==> src/rtl/latch_out_debounce_edge_if.sv <==
// Signal bundle between the latch-output debouncer and its consumer.
// The slave side is the debouncer itself; the master side drives the
// latch level and the counter clear, and observes the debounced results.
interface latch_out_debounce_edge_if #(
    parameter int CNT_WIDTH = 8
);
    logic                 d_in;
    logic                 cnt_clr;
    logic                 q_stable;
    logic                 rise;
    logic                 fall;
    logic                 glitch;
    logic [CNT_WIDTH-1:0] toggle_cnt;
    logic                 cnt_sat;

    modport slave (
        input  d_in, cnt_clr,
        output q_stable, rise, fall, glitch, toggle_cnt, cnt_sat
    );

    modport master (
        output d_in, cnt_clr,
        input  q_stable, rise, fall, glitch, toggle_cnt, cnt_sat
    );
endinterface

==> src/rtl/latch_out_debounce_edge.sv <==
// Latch-output debouncer.
// The asynchronous latch Q is brought into the clk domain through a
// synchronizer chain. A new level is accepted only once it has been seen
// on STABLE_CYCLES consecutive synchronized samples. Accepted edges produce
// one-cycle rise/fall pulses and bump a saturating transition counter.
// A pending level change that is abandoned produces a one-cycle glitch pulse.
module latch_out_debounce_edge #(
    parameter int SYNC_STAGES   = 2,
    parameter int STABLE_CYCLES = 4,
    parameter int CNT_WIDTH     = 8
) (
    input  logic                      clk,
    input  logic                      rst_n,
    latch_out_debounce_edge_if.slave  bus
);
    localparam int                   DCNT_W    = $clog2(STABLE_CYCLES);
    localparam logic [DCNT_W-1:0]    DCNT_ONE  = DCNT_W'(1);
    localparam logic [DCNT_W-1:0]    DCNT_LAST = DCNT_W'(STABLE_CYCLES - 1);
    localparam logic [CNT_WIDTH-1:0] CNT_MAX   = '1;

    typedef enum logic [1:0] {
        LOW       = 2'd0,
        WAIT_HIGH = 2'd1,
        HIGH      = 2'd2,
        WAIT_LOW  = 2'd3
    } state_t;

    logic [SYNC_STAGES-1:0] sync_q;
    logic                   s;

    state_t                 state_q, state_d;
    logic [DCNT_W-1:0]      dcnt_q, dcnt_d;
    logic                   rise_d, fall_d, glitch_d;

    logic                   q_stable_q, rise_q, fall_q, glitch_q;
    logic [CNT_WIDTH-1:0]   toggle_cnt_q;
    logic                   cnt_sat_q;

    // Synchronizer chain: bit 0 captures d_in, each later bit copies the one before.
    // NOTE: every flop in the block, including the whole synchronizer, is cleared
    // by the asynchronous reset so the outputs are defined without any clock edge.
    always_ff @(posedge clk or negedge rst_n) begin
        if (!rst_n) begin
            sync_q <= '0;
        end else begin
            // NOTE: non-blocking assignment lets each stage take the previous
            // stage's old value, which is what makes this a shift chain.
            sync_q <= {sync_q[SYNC_STAGES-2:0], bus.d_in};
        end
    end

    assign s = sync_q[SYNC_STAGES-1];

    // Debounce state and sample counter.
    always_ff @(posedge clk or negedge rst_n) begin
        if (!rst_n) begin
            state_q <= LOW;
            dcnt_q  <= '0;
        end else begin
            state_q <= state_d;
            dcnt_q  <= dcnt_d;
        end
    end

    // Next state, sample count and pulse requests from the synchronized level.
    always_comb begin
        // NOTE: defaults first so no path through the case leaves a value
        // unassigned, which would otherwise infer a latch.
        state_d  = state_q;
        dcnt_d   = dcnt_q;
        rise_d   = 1'b0;
        fall_d   = 1'b0;
        glitch_d = 1'b0;
        unique case (state_q)
            LOW: begin
                if (s) begin
                    state_d = WAIT_HIGH;
                    dcnt_d  = DCNT_ONE;
                end
            end
            WAIT_HIGH: begin
                if (!s) begin
                    state_d  = LOW;
                    dcnt_d   = '0;
                    glitch_d = 1'b1;
                end else if (dcnt_q == DCNT_LAST) begin
                    state_d = HIGH;
                    dcnt_d  = '0;
                    rise_d  = 1'b1;
                end else begin
                    dcnt_d = dcnt_q + 1'b1;
                end
            end
            HIGH: begin
                if (!s) begin
                    state_d = WAIT_LOW;
                    dcnt_d  = DCNT_ONE;
                end
            end
            WAIT_LOW: begin
                if (s) begin
                    state_d  = HIGH;
                    dcnt_d   = '0;
                    glitch_d = 1'b1;
                end else if (dcnt_q == DCNT_LAST) begin
                    state_d = LOW;
                    dcnt_d  = '0;
                    fall_d  = 1'b1;
                end else begin
                    dcnt_d = dcnt_q + 1'b1;
                end
            end
            default: begin
                state_d = LOW;
                dcnt_d  = '0;
            end
        endcase
    end

    // Registered level and one-cycle pulses.
    always_ff @(posedge clk or negedge rst_n) begin
        if (!rst_n) begin
            q_stable_q <= 1'b0;
            rise_q     <= 1'b0;
            fall_q     <= 1'b0;
            glitch_q   <= 1'b0;
        end else begin
            q_stable_q <= (state_d == HIGH) || (state_d == WAIT_LOW);
            rise_q     <= rise_d;
            fall_q     <= fall_d;
            glitch_q   <= glitch_d;
        end
    end

    // Saturating transition counter; a clear on the same edge as an increment wins.
    always_ff @(posedge clk or negedge rst_n) begin
        if (!rst_n) begin
            toggle_cnt_q <= '0;
            cnt_sat_q    <= 1'b0;
        end else if (bus.cnt_clr) begin
            toggle_cnt_q <= '0;
            cnt_sat_q    <= 1'b0;
        end else if ((rise_d || fall_d) && (toggle_cnt_q != CNT_MAX)) begin
            toggle_cnt_q <= toggle_cnt_q + 1'b1;
            cnt_sat_q    <= (toggle_cnt_q == CNT_MAX - 1'b1);
        end
    end

    assign bus.q_stable   = q_stable_q;
    assign bus.rise       = rise_q;
    assign bus.fall       = fall_q;
    assign bus.glitch     = glitch_q;
    assign bus.toggle_cnt = toggle_cnt_q;
    assign bus.cnt_sat    = cnt_sat_q;
endmodule

==> src/flat_wrapper.sv <==
// flat-port wrapper written by rule: the top's interface ports become plain ports
module latch_out_debounce_edge_flat 
#(
    parameter int SYNC_STAGES   = 2,
    parameter int STABLE_CYCLES = 4,
    parameter int CNT_WIDTH     = 8
)
  (clk, rst_n, bus_d_in, bus_cnt_clr, bus_q_stable, bus_rise, bus_fall, bus_glitch, bus_toggle_cnt, bus_cnt_sat);
  latch_out_debounce_edge_if #(.CNT_WIDTH(CNT_WIDTH)) bus_i ();
  input  logic clk;
  input  logic rst_n;
  input wire logic [$bits(bus_i.d_in)-1:0] bus_d_in;
  input wire logic [$bits(bus_i.cnt_clr)-1:0] bus_cnt_clr;
  output wire logic [$bits(bus_i.q_stable)-1:0] bus_q_stable;
  output wire logic [$bits(bus_i.rise)-1:0] bus_rise;
  output wire logic [$bits(bus_i.fall)-1:0] bus_fall;
  output wire logic [$bits(bus_i.glitch)-1:0] bus_glitch;
  output wire logic [$bits(bus_i.toggle_cnt)-1:0] bus_toggle_cnt;
  output wire logic [$bits(bus_i.cnt_sat)-1:0] bus_cnt_sat;
  assign bus_i.d_in = bus_d_in;
  assign bus_i.cnt_clr = bus_cnt_clr;
  assign bus_q_stable = bus_i.q_stable;
  assign bus_rise = bus_i.rise;
  assign bus_fall = bus_i.fall;
  assign bus_glitch = bus_i.glitch;
  assign bus_toggle_cnt = bus_i.toggle_cnt;
  assign bus_cnt_sat = bus_i.cnt_sat;
  latch_out_debounce_edge #(.SYNC_STAGES(SYNC_STAGES), .STABLE_CYCLES(STABLE_CYCLES), .CNT_WIDTH(CNT_WIDTH)) u_core (.clk(clk), .rst_n(rst_n), .bus(bus_i));
endmodule
==> config.mk <==
export PLATFORM = sky130hd
export DESIGN_NAME = latch_out_debounce_edge_flat
export DESIGN_NICKNAME = d
export VERILOG_FILES = /design/src/rtl/latch_out_debounce_edge_if.sv /design/src/rtl/latch_out_debounce_edge.sv /design/src/flat_wrapper.sv
export SDC_FILE = /design/constraint.sdc
export NUM_CORES = 1
export LEC_CHECK = 0
export BUFFER_PORTS_ARGS = -buffer_cell sky130_fd_sc_hd__buf_2
export CORE_MARGIN = 2
export CORE_UTILIZATION = 40
export DETAILED_ROUTE_END_ITERATION = 12
export RECOVER_POWER = 100
export SYNTH_ARGS = -nofsm -noshare
export SYNTH_HDL_FRONTEND = slang
export SYNTH_SLANG_ARGS = --single-unit
==> constraint.sdc <==
create_clock -name clk -period 3.5 [get_ports clk]
set_clock_uncertainty 0.2 [all_clocks]
set_input_delay 0.175 -clock clk [delete_from_list [all_inputs] [get_ports clk]]
set_output_delay 0.175 -clock clk [all_outputs]
set_load 0.005 [all_outputs]
# Yosys cells after proc, flatten, opt, wreduce, memory -nomap -nowiden
# Cells that the tools add are included.
# totals
output_inout_bits	13
register_bits	19
input_bits	4
elab_cells	52
# op_classes
n_eq_ne	10
n_addsub	2
n_reduce_logical	6
muxes	25
# op_table
operator	count
2-bit two-way mux	11
8-bit two-way mux	2
2-bit one-hot mux with 4 select lines	2
2-bit == test (second input constant)	5
1-bit two-way mux	9
8-bit by 1-bit adder with 8-bit output (second input constant)	1
8-bit == test (second input constant)	1
8-bit inequality test (second input constant)	1
2-bit by 1-bit adder with 2-bit output (second input constant)	1
2-bit by 1-bit == test with 1-bit output (second input constant)	1
2-bit zero test	1
1-bit logical OR	2
2-bit by 1-bit inequality test with 1-bit output (second input constant)	1
2-bit inequality test (second input constant)	1
1-bit one-hot mux with 2 select lines	1
2-bit AND reduction	1
2-bit nonzero test	1
1-bit logical AND	1

# Logic depth before layout (Yosys ltp)
# Gate-level depths: netlist of the first run.
# logic_depth
depth_word	8
ltp_mapped	5
ltp_nobuf	5

# Worst setup path before layout of the first run
# Ideal clock, no wire load.
# synth_timing
path_kind	register to register
from	register u_core.toggle_cnt_q[0], in the netlist u_core.bus.toggle_cnt[0]
to	register u_core.toggle_cnt_q[4], in the netlist u_core.bus.toggle_cnt[4]
synth_period_minus_slack_ns	1.744
path_stages_with_launch	5
path_buffers	0
arrival_ns	1.420
required_ns	3.175
path_slack_ns	1.756
setup_time_ns	0.125
path_cell_list	dfrtp_1 ha_1 nand3_1 nor4b_1 mux2_2
# synth_via
elab_chain_len	3
elab_cells_between_ends	6
cone_classes	add/sub: 1; eq/ne: 1; mux: 2; reduce/logical: 2
# synth_rtl
item	line_no	source
start, declared	latch_out_debounce_edge.sv:36	logic [CNT_WIDTH-1:0] toggle_cnt_q;
start signal, assigned	latch_out_debounce_edge.sv:144	toggle_cnt_q <= toggle_cnt_q + 1'b1;
8-bit by 1-bit adder with 8-bit output / 8-bit inequality test (equally long branches)	latch_out_debounce_edge.sv:144, latch_out_debounce_edge.sv:143	
8-bit two-way mux / 1-bit logical AND (equally long branches)	latch_out_debounce_edge.sv:143	end else if ((rise_d || fall_d) && (toggle_cnt_q != CNT_MAX)) begin
8-bit two-way mux / 2-bit nonzero test (equally long branches)	-	
# Parallel ways exist; a longest one is shown, timed or not. The select of a mux whose other input is x is not followed.
# A chain may end at the register's enable or synchronous reset.

# Worst setup path after layout of the first run
# layout_timing
from	register u_core.state_q[1]
to	register u_core.toggle_cnt_q[0], in the netlist u_core.bus.toggle_cnt[0]
# layout_via
elab_chain_len	5
elab_cells_between_ends	7
cone_classes	eq/ne: 2; mux: 2; reduce/logical: 3
# layout_rtl
item	line_no	source
start, declared	latch_out_debounce_edge.sv:31	state_t state_q, state_d;
start signal, assigned	latch_out_debounce_edge.sv:60	state_q <= state_d;
2-bit by 1-bit == test with 1-bit output / 2-bit == test (equally long branches)	latch_out_debounce_edge.sv:74	unique case (state_q)
1-bit two-way mux	latch_out_debounce_edge.sv:74	
1-bit logical OR *	latch_out_debounce_edge.sv:143	
1-bit logical AND *	latch_out_debounce_edge.sv:143	
2-bit nonzero test (no line) *	-	
# Every way passes the cells marked *; elsewhere a longest branch is shown, timed or not.

==> results, run 1 <==
- Port buffering added 16 buffers.
- After Yosys synthesis, and, or, nand and nor cells account for about a fifth of the synthesized area.
- 0 antenna diodes ended up in the layout.
- The relative area change from synthesis to final layout is 14.94%.
- The largest fanout on the critical path is 9.
- Of the total synthesized cell area, the portion taken by full adders, half adders and majority gates is 5.384%.
- Synthesis handed over a netlist of 83 instances.
- For the worst setup path, the data arrival time is between 1.5 and 2 ns.
- At the end of routability-driven placement, the weighted congestion stood at 0.8254.
- The critical path goes through xor2_1, o2111ai_1, mux2_2.
- At the pin with the least slew margin, the transition time is 0.9980 ns.
- For this run, the number of Yosys warnings is 0.
- The count of final setup violators is 0.
- In this run the critical register-to-register path is captured at u_core.bus.toggle_cnt[0]$_DFFE_PN0P_.
- The largest total area in the synthesized netlist belongs to sky130_fd_sc_hd__dfrtp_1.
- Sorting the synthesized cells by how often they occur yields 19 x sky130_fd_sc_hd__dfrtp_1, 7 x sky130_fd_sc_hd__nor2_1, 5 x sky130_fd_sc_hd__nand2_1.
- The worst hold path startpoint is bus_cnt_clr.
- The delay of the slowest cell on the worst path is 0.53 ns.
- The final global-route overflow total is 0.
- Grouping stages by cell kind, the critical path spends the most delay in XOR/XNOR gates.
- Measured against its own limit, the worst slew margin works out to 33.47%.
- Along the worst hold path, the cell count comes to 2.
- The main combinational cell family by area after synthesis is simple AND/OR/NAND/NOR gates.
- The slowest stage of the critical path is the sky130_fd_sc_hd__xor2_1 cell.
- The starting density of the core is 42.02%.
- The nature of the critical path startpoint is a flip-flop.
- In the post-route analysis, the smallest setup slack over all paths is 1.560 ns.
- 17 I/O pins were placed.
- The period utilization is 55.43%.
- The type of element capturing the critical path is a flip-flop.
- The primary flip-flop cell chosen by synthesis mapping is sky130_fd_sc_hd__dfrtp_1.
- The clock sink total is 19.
- The via count of the first global-routing pass came to 647.
- The max-cap violation count is 0.
- The number of flops mapped to enable cells by yosys is 0.
- The routed design could run at a clock period as short as 1.940 ns.
- The post-synthesis compound-gate area fraction is 14.54%.
- Summed over its instances, the top area cell type makes up 51.14% of the synthesized netlist area.
- The synthesized netlist devotes around 2.7% of its cell area to XOR and XNOR gates.
- The share of layout cells above drive strength 1 is 17.48%.
- The number of vias per cell after detailed routing is 5.588.
- The die outline area is 0.002726 mm^2.
- The CTS tree is built.
- The cell area that synthesis handed to floorplanning was 929.6 um^2.
- The run finished with clean final reports.
- The detailed router placed 732 vias in this run.
- The count of nets left with antenna violations once routing finished came out at 0.
- In this run the critical register-to-register path is launched from u_core.state_q[1]$_DFF_PN0_.
- The number of DRC violations after detailed routing is 0.
- The maximum level of the CTS H-tree is 1.
- Sorting the synthesized cells by area gives the leading types as sky130_fd_sc_hd__dfrtp_1 51%, sky130_fd_sc_hd__ha_1 5.4%, sky130_fd_sc_hd__mux2_2 4.8%.
- The buffer depth of the longest clock path is 2.
- The maximum number of pins on one net before global-route repair is 20.
- The wire length of the first global-routing pass is 2.932 mm.
- The clock edge transition at the registers on the reported setup and hold paths is 0.11 ns.
- Multiplexer cells account for 4.845% of the synthesized area.
- After the last flow step, the layout net total stands at 112.
- The total wire length is 1.763 mm.
- VDD sags by at most 349.2 uV.
- Post-CTS repair changed the size of 0 cells.
- The die is 52.21 um tall.
- The number of antenna violations at the first check in global routing is 0.
- The final-report hold violation count came to 0.
- In this run, distinct cell masters in the synthesized netlist total 29.
- The critical path in this run is classified as reg2reg.
- The first TritonRoute pass finished after 4 iterations.
- At the end of the flow the core is filled with cells to 48.30%.
- At the later pin of the worst-skew pair, clock insertion delay measures roughly 0.3 ns.
- In the final routed layout, each cell accounts on average for 13.46 um.
- The proportion of synthesized chip area in sequential cells is 51.14%.
- The die width is 52.21 um.
- Counting the buffers created by CTS gives 3.
- For this run, asynchronously set or reset flops after synthesis account for 100.0%.
- Before CTS, the worst setup slack after placement is 1.571 ns.
- Setup repair after global routing left no endpoint under its margin.
- The path class of the tightest hold or removal check is in2reg.
- Summed over all nets, the half-perimeter wirelength after detailed placement is between 1 and 1.5 mm.
- In this run, synthesis produced a sequential element count of 19.
- For this run, the total global-route usage over all layers was measured as 15.09%.
- The total area inside the core boundary comes to 0.002212 mm^2.
- The net count after synthesis is 91.
- The reg-to-reg setup timing slack is approximately 1.6 ns.
- The master cell of the clock root buffer is sky130_fd_sc_hd__clkbuf_4.
- Dividing total power by cell area gives a power density of 450.0 mW/mm^2.
- STA puts the critical path data required time at 3.49 ns.
- Row generation in the floorplan step produced 17 rows.
- The worst hold path terminates at u_core.bus.toggle_cnt[7]$_DFFE_PN0P_.
- The most common cell in the synthesized netlist is sky130_fd_sc_hd__dfrtp_1.
- The first routing iteration left 17 violations.
- The analysis attributes to cell leakage a power of ~0.48 nW.
- The achievable clock frequency is between 0.5 and 0.6 GHz.
- The count of pins over their slew limit is 0.
- Each instance of the synthesized netlist takes up on average 11.20 um^2.
- The worst register-to-register path has a depth of 3.
- Summed over all failing endpoints, the final setup total negative slack is 0 ns.
- The critical path contains buffers and inverters numbering 0 combined.
## kinds of logic (layout without fill, tap and decap cells)
group           after synthesis  after routing
flops                        19             19
compound gates               19             19
mux                           4              4
xor+xnor                      2              2
simple gates                 32             32
buf+inv                       3             23
fa+ha+maj                     4              4
## worst max-delay path by stage
stage,startpoint,endpoint,slack (ns),depth (start not counted)
detailed placement,u_core.dcnt_q[0]$_DFFE_PN0P_,u_core.bus.toggle_cnt[4]$_DFFE_PN0P_,1.57,4
finish,u_core.state_q[1]$_DFF_PN0_,u_core.bus.toggle_cnt[0]$_DFFE_PN0P_,1.56,3
floorplan,u_core.bus.toggle_cnt[0]$_DFFE_PN0P_,u_core.bus.toggle_cnt[4]$_DFFE_PN0P_,1.76,4
global route,u_core.state_q[1]$_DFF_PN0_,u_core.bus.toggle_cnt[0]$_DFFE_PN0P_,1.39,3
CTS,u_core.dcnt_q[0]$_DFFE_PN0P_,u_core.bus.toggle_cnt[4]$_DFFE_PN0P_,1.56,4
global placement,u_core.bus.toggle_cnt[1]$_DFFE_PN0P_,u_core.bus.toggle_cnt[4]$_DFFE_PN0P_,1.64,4
## state kept, by name, summed over array words and instances, names as in the netlist
name	cells
u_core.bus.toggle_cnt	8
u_core.bus.fall	1
u_core.bus.q_stable	1
u_core.state_q	2
u_core.sync_q	2
u_core.bus.rise	1
u_core.bus.cnt_sat	1
u_core.bus.glitch	1
u_core.dcnt_q	2
## final cells by class
type	count	area [um^2]
multi-input combinational	61	435.4
fill	220	1144
clock buffer	4	26.28
inverter	1	3.754
sequential	19	475.5
tap	28	35.03
timing repair buffer	18	92.59
## placed cells by master (no fill, tap or decap), drive strengths merged, types with 2 or more instances in the layout
cell | netlist | final
ha | 4 | 4
a311oi | 2 | 2
mux2 | 4 | 4
and4 | 3 | 3
o21ai | 3 | 3
dlygate4sd3 | 0 | 2
and4b | 2 | 2
nor3b | 2 | 2
nand2 | 5 | 5
clkbuf | 2 | 10
buf | 0 | 10
a211oi | 3 | 3
and2 | 3 | 3
a21oi | 3 | 3
nand3 | 3 | 3
dfrtp | 19 | 19
a41oi | 3 | 3
nor2 | 7 | 7
nor2b | 4 | 4
## routing by layer
layer  track usage, %  wire [um]
met5                0          0
met4            8.974         28
met3            3.429         88
met2            21.73        776
met1            20.59        869
## metrics by stage
step	power, mW	hold WS (ns)	cells	cell area, um^2
after detailed placement	0.3763	-0.05785	125	1037
final	0.4808	0.004213	131	1069
after global routing	0.5142	0.03265	131	1069
after global placement	0.3730	-0.06361	125	1037
after CTS	0.4891	0.004033	131	1084
after floorplan	0.3438	-0.3206	83	929.6
## timing repair
action,in CTS,in global routing
hold buffers,2,0
setup buffers,0,0
endpoints found under the hold margin,20,0
## power breakdown
part | total [mW] | switching [mW] | internal [mW]
logic | 0.0940 | 0.0547 | 0.0393
registers | 0.277 | 0.0305 | 0.246
clock network | 0.110 | 0.0655 | 0.0444
## worst register-to-register path: cells and delay by family, from the launching register on
kind            cells  cell delay (ns)
compound gates      1             0.30
xor+xnor            1             0.53
flops               1             0.46
mux                 1             0.34
Power figures use the tool's default switching activity.
==> run 2, diff against run 1 <==
--- a/config.mk
+++ b/config.mk
@@ -5,6 +5,7 @@
 export SDC_FILE = /design/constraint.sdc
 export NUM_CORES = 1
 export LEC_CHECK = 0
+export ABC_AREA = 1
 export BUFFER_PORTS_ARGS = -buffer_cell sky130_fd_sc_hd__buf_2
 export CORE_MARGIN = 2
 export CORE_UTILIZATION = 40
==> constraint.sdc (replaced) <==
create_clock -name clk -period 1.6 [get_ports clk]
set_clock_uncertainty 0.2 [all_clocks]
set_input_delay 0.08 -clock clk [delete_from_list [all_inputs] [get_ports clk]]
set_output_delay 0.08 -clock clk [all_outputs]
set_load 0.005 [all_outputs]
==> run 2 against run 1 <==
- combinational power grew to 3.5 times the previous value
- critical path depth is 4 higher
- hold slack better by 0.16 ns
- flip-flop and latch count stayed put
- via count is 16% higher
- fmax is 30% higher
- die area is 6.4% higher
- power grew to 2.5 times the previous value
- final area is 18% higher
- critical endpoint is now u_core.bus.toggle_cnt[4]$_DFFE_PN0P_
- largest cell class is now multi-input combinational cells
==> results, run 2 <==
- Run status: finished clean (unchanged).
- The count of cell types in the netlist is 21 (was 29).
- The maximum resistive drop on vdd is 610.6 uV (was 349.2 uV).
- The count of inserted antenna diode cells was 0 (unchanged).
- The flip-flop and latch count after synthesis is 19 (unchanged).
- The primary flip-flop cell chosen by synthesis mapping was sky130_fd_sc_hd__dfrtp_1 (unchanged).
- The total number of yosys warnings is 0 (unchanged).
- The period utilization is 93.24% (was 55.43%).
- The final core utilization is 52.13% (was 48.30%).
- Commonest cells after routing, fill and taps aside: 34 x sky130_fd_sc_hd__nand2_1, 19 x sky130_fd_sc_hd__dfrtp_1, 16 x sky130_fd_sc_hd__nand3_1, 15 x sky130_fd_sc_hd__inv_1, 15 x sky130_fd_sc_hd__buf_2 (was 19 x sky130_fd_sc_hd__dfrtp_1, 10 x sky130_fd_sc_hd__buf_2, 7 x sky130_fd_sc_hd__nor2_1, 7 x sky130_fd_sc_hd__clkbuf_1, 5 x sky130_fd_sc_hd__nand2_1).
- The standby leakage power came to 0.6663 nW (was 0.4751 nW).
- The CTS tree is built (unchanged).
- The worst slew margin relative to its limit is 29.45% (was 33.47%).
- The count of final setup violators was 0 (unchanged).
- The clock network latency to the later pin of the worst-skew pair is 0.29 ns (was 0.30 ns).
- The worst hold path startpoint is u_core.sync_q[0]$_DFF_PN0_ (was bus_cnt_clr).
- The maximum level of the CTS H-tree came to 1 (unchanged).
- The final RePlAce weighted congestion is 0.7698 (was 0.8254).
- The synthesized instance count is 121 (was 83).
- The global router's overall resource usage is 15.60% (was 15.09%).
- The capturing point of the worst reg2reg path was u_core.bus.toggle_cnt[4]$_DFFE_PN0P_ (was u_core.bus.toggle_cnt[0]$_DFFE_PN0P_).
- The mapped cell area was 994.7 um^2 (was 929.6 um^2).
- Top cells by instance count after synthesis: 34 x sky130_fd_sc_hd__nand2_1, 19 x sky130_fd_sc_hd__dfrtp_1, 16 x sky130_fd_sc_hd__nand3_1 (was 19 x sky130_fd_sc_hd__dfrtp_1, 7 x sky130_fd_sc_hd__nor2_1, 5 x sky130_fd_sc_hd__nand2_1).
- The placeable core area is 0.002410 mm^2 (was 0.002212 mm^2).
- The path depth of the worst reg2reg path is 7 (was 3).
- The clock buffer count from CTS was 3 (unchanged).
- The via count of the first global-routing pass is 737 (was 647).
- The total instance count after detailed placement is 172 (was 125).
- The number of violations reported at the end of detailed-routing iteration 0 was 14 (was 17).
- The final global-route overflow total was 0 (unchanged).
- The final instance area is 0.001256 mm^2 (was 0.001069 mm^2).
- The post-layout net count is 161 (was 112).
- The post-synthesis compound-gate area fraction is 3.396% (was 14.54%).
- The power per unit of standard cell area is 971.9 mW/mm^2 (was 450.0 mW/mm^2).
- The library cell with the largest summed area after synthesis is sky130_fd_sc_hd__dfrtp_1 (unchanged).
- The transition time of the tightest slew-check pin is 1.058 ns (was 0.9980 ns).
- The post-route antenna net violation count came to 0 (unchanged).
- The length of the first detailed-routing pass in iterations is 4 (unchanged).
- The proportion of synthesized chip area in sequential cells is 47.80% (was 51.14%).
- The starting density of the core is 41.28% (was 42.02%).
- The height of the die is 53.87 um (was 52.21 um).
- The worst hold endpoint is u_core.sync_q[1]$_DFF_PN0_ (was u_core.bus.toggle_cnt[7]$_DFFE_PN0P_).
- The share of layout cells above drive strength 1 came to 27.63% (was 17.48%).
- The half-perimeter wire length after detailed placement is 1.407 mm (was 1.268 mm).
- The overall power after layout is 1.221 mW (was 0.4808 mW).
- The number of flops mapped to enable cells by yosys is 0 (unchanged).
- The critical path arrival is 1.49 ns (was 1.93 ns).
- The number of antenna violations at the first check in global routing came to 0 (unchanged).
- The number of port buffers is 16 (unchanged).
- The relative area change from synthesis to final layout is 26.29% (was 14.94%).
- The adder-cell share of the synthesized area came to 5.031% (was 5.384%).
- The die outline area is 0.002901 mm^2 (was 0.002726 mm^2).
- The largest fanout on the critical path is 6 (was 9).
- The share of flip-flops with an asynchronous set or reset is 100.0% (unchanged).
- The wire length of the first global-routing pass is 3.174 mm (was 2.932 mm).
- The nature of the critical path startpoint is a flip-flop (unchanged).
- The area taken by multi-input logic gates came to 484.2 um^2 (was 435.4 um^2).
- The maximum number of pins on one net before global-route repair is 20 (unchanged).
- The number of cells in the finished layout apart from fillers is 182 (was 131).
- The commonest non-fill, non-tap cell in the layout is sky130_fd_sc_hd__nand2_1 (was sky130_fd_sc_hd__dfrtp_1).
- The detailed-route via count is 848 (was 732).
- The net count after synthesis is 129 (was 91).
- The sum of negative setup slack came to 0 ns (unchanged).
- The max-cap violation count is 0 (unchanged).
- The fill cell instance count of the final layout is 225 (was 220).
- The most common cell in the synthesized netlist is sky130_fd_sc_hd__nand2_1 (was sky130_fd_sc_hd__dfrtp_1).
- The mean cell area of the mapped netlist came to 8.221 um^2 (was 11.20 um^2).
- The sequential cell area in the final layout came to 475.5 um^2 (unchanged).
- The reg-to-reg setup timing slack came to 0.11 ns (was 1.56 ns).
- The xor and xnor area share after synthesis came to 1.761% (was 2.692%).
- The number of top-level pins is 17 (unchanged).
- The clock edge transition at the registers on the reported setup and hold paths came to 0.11 ns (about the same).
- The post-detailed-route wirelength per cell was 11.35 um (was 13.46 um).
- The number of placement rows is 18 (was 17).
- The buffer depth of the longest clock path is 2 (unchanged).
- The achievable clock frequency is 0.6703 GHz (was 0.5155 GHz).
- The master cell of the clock root buffer is sky130_fd_sc_hd__clkbuf_4 (unchanged).
- The type of element capturing the critical path is a flip-flop (unchanged).
- The time the final worst path needs with I/O delays and setup came to 1.492 ns (was 1.940 ns).
- The simple logic cell fraction of the synthesized area came to 35.47% (was 20.19%).
- The clock sink total was 19 (unchanged).
- The instance area at placement is 0.001152 mm^2 (was 0.001037 mm^2).
- The type of the tightest min-delay check is reg2reg (was in2reg).
- The data required time at the worst endpoint is 1.60 ns (was 3.49 ns).
- The final-report hold violation count is 0 (unchanged).
- The hold slack is 0.1626 ns (was 0.004213 ns).
- The worst flop-to-flop path startpoint is u_core.dcnt_q[0]$_DFFE_PN0P_ (was u_core.state_q[1]$_DFF_PN0_).
- The number of DRC violations after detailed routing was 0 (unchanged).
- The number of vias per cell after detailed routing came to 4.659 (was 5.588).
- The slack of the critical path was 0.1082 ns (was 1.560 ns).
- The flip-flop count of the largest register after layout is 8 (unchanged).
- The total wire length came to 2.066 mm (was 1.763 mm).
- The worst slack at placement is 0.06902 ns (was 1.571 ns).
- The area share of the leading cell type in the synthesized netlist is 47.80% (was 51.14%).
- The main combinational cell family by area after synthesis was simple AND/OR/NAND/NOR gates (unchanged).
- The hold path depth is 0 (was 2).
- The count of pins over their slew limit is 0 (unchanged).
- The critical setup path kind was reg2reg (unchanged).
- The multiplexer share of the synthesized area is 0% (was 4.845%).
- Top cells by area in the synthesized netlist: sky130_fd_sc_hd__dfrtp_1 48%, sky130_fd_sc_hd__nand2_1 13%, sky130_fd_sc_hd__nand3_1 8.1% (was sky130_fd_sc_hd__dfrtp_1 51%, sky130_fd_sc_hd__ha_1 5.4%, sky130_fd_sc_hd__mux2_2 4.8%).
- The die width is 53.87 um (was 52.21 um).
## run 2: changes by cell type after synthesis, moves of 4 or more
cell	delta
sky130_fd_sc_hd__nand2_1	+29
sky130_fd_sc_hd__inv_1	+14
sky130_fd_sc_hd__nand3_1	+13
sky130_fd_sc_hd__mux2_2	-4
sky130_fd_sc_hd__nor2_1	+4
sky130_fd_sc_hd__nor2b_1	-4
## run 2: critical path, cell delays in order, from the launching register on
cell and delay (ns):
sky130_fd_sc_hd__dfrtp_1 0.44, sky130_fd_sc_hd__ha_4 0.20, sky130_fd_sc_hd__nand4_1 0.10, sky130_fd_sc_hd__nand2_2 0.10
sky130_fd_sc_hd__nand2_4 0.13, sky130_fd_sc_hd__nand2_4 0.08, sky130_fd_sc_hd__nand2_1 0.09, sky130_fd_sc_hd__o21ai_2 0.05
## run 2: what timing repair did
| item | 4_1_cts | 5_1_grt |
|---|---|---|
| buffers inserted | 0 | 2 |
| setup endpoints to repair | 0 | 9 |
| endpoints found under the hold margin | 25 | 0 |
| hold buffers | 3 | 0 |
| gates resized for setup | 0 | 4 |
## run 2: worst max path at each step
| stage | startpoint | to | slack [ns] | depth (start not counted) |
|---|---|---|---|---|
| after floorplan | u_core.bus.toggle_cnt[1]$_DFFE_PN0P_ | u_core.bus.toggle_cnt[4]$_DFFE_PN0P_ | 0.10 | 8 |
| after global placement | u_core.dcnt_q[0]$_DFFE_PN0P_ | u_core.bus.toggle_cnt[4]$_DFFE_PN0P_ | 0.11 | 7 |
| after detailed placement | u_core.dcnt_q[0]$_DFFE_PN0P_ | u_core.bus.toggle_cnt[4]$_DFFE_PN0P_ | 0.07 | 7 |
| after CTS | u_core.dcnt_q[0]$_DFFE_PN0P_ | u_core.bus.toggle_cnt[4]$_DFFE_PN0P_ | 0.04 | 7 |
| after global routing | u_core.dcnt_q[0]$_DFFE_PN0P_ | u_core.bus.toggle_cnt[7]$_DFFE_PN0P_ | -0.02 | 7 |
| final | u_core.dcnt_q[0]$_DFFE_PN0P_ | u_core.bus.toggle_cnt[4]$_DFFE_PN0P_ | 0.11 | 7 |
## run 2: layout make-up
class	count	share of cell area, %
sequential	19	37.85
clock inverter	1	0.5976
clock buffer	3	1.793
multi-input combinational	86	38.55
tap	30	2.988
timing repair buffer	27	13.45
inverter	16	4.781
## run 2: logic make-up (layout without fill, tap and decap cells)
logic type / after synthesis / in the layout
xor gates and xnor gates: 2 / 2
DFF: 19 / 19
adders and majority gates: 4 / 4
buffers and inverters: 17 / 47
AOI/OAI and AO/OA: 6 / 6
and+or+nand+nor: 73 / 74
## run 2: routing by layer
layer,vias up,track usage (%),wire [um]
met5,-,0,0
met4,0,8.974,20
met3,2,2.500,75
met2,14,22.36,889
met1,388,22.12,1081
li1,444,-,-
## run 2: power by group
group | total (mW) | internal (mW) | switching, mW
combinational | 0.329 | 0.148 | 0.182
clock | 0.251 | 0.0950 | 0.156
sequential | 0.640 | 0.560 | 0.0801
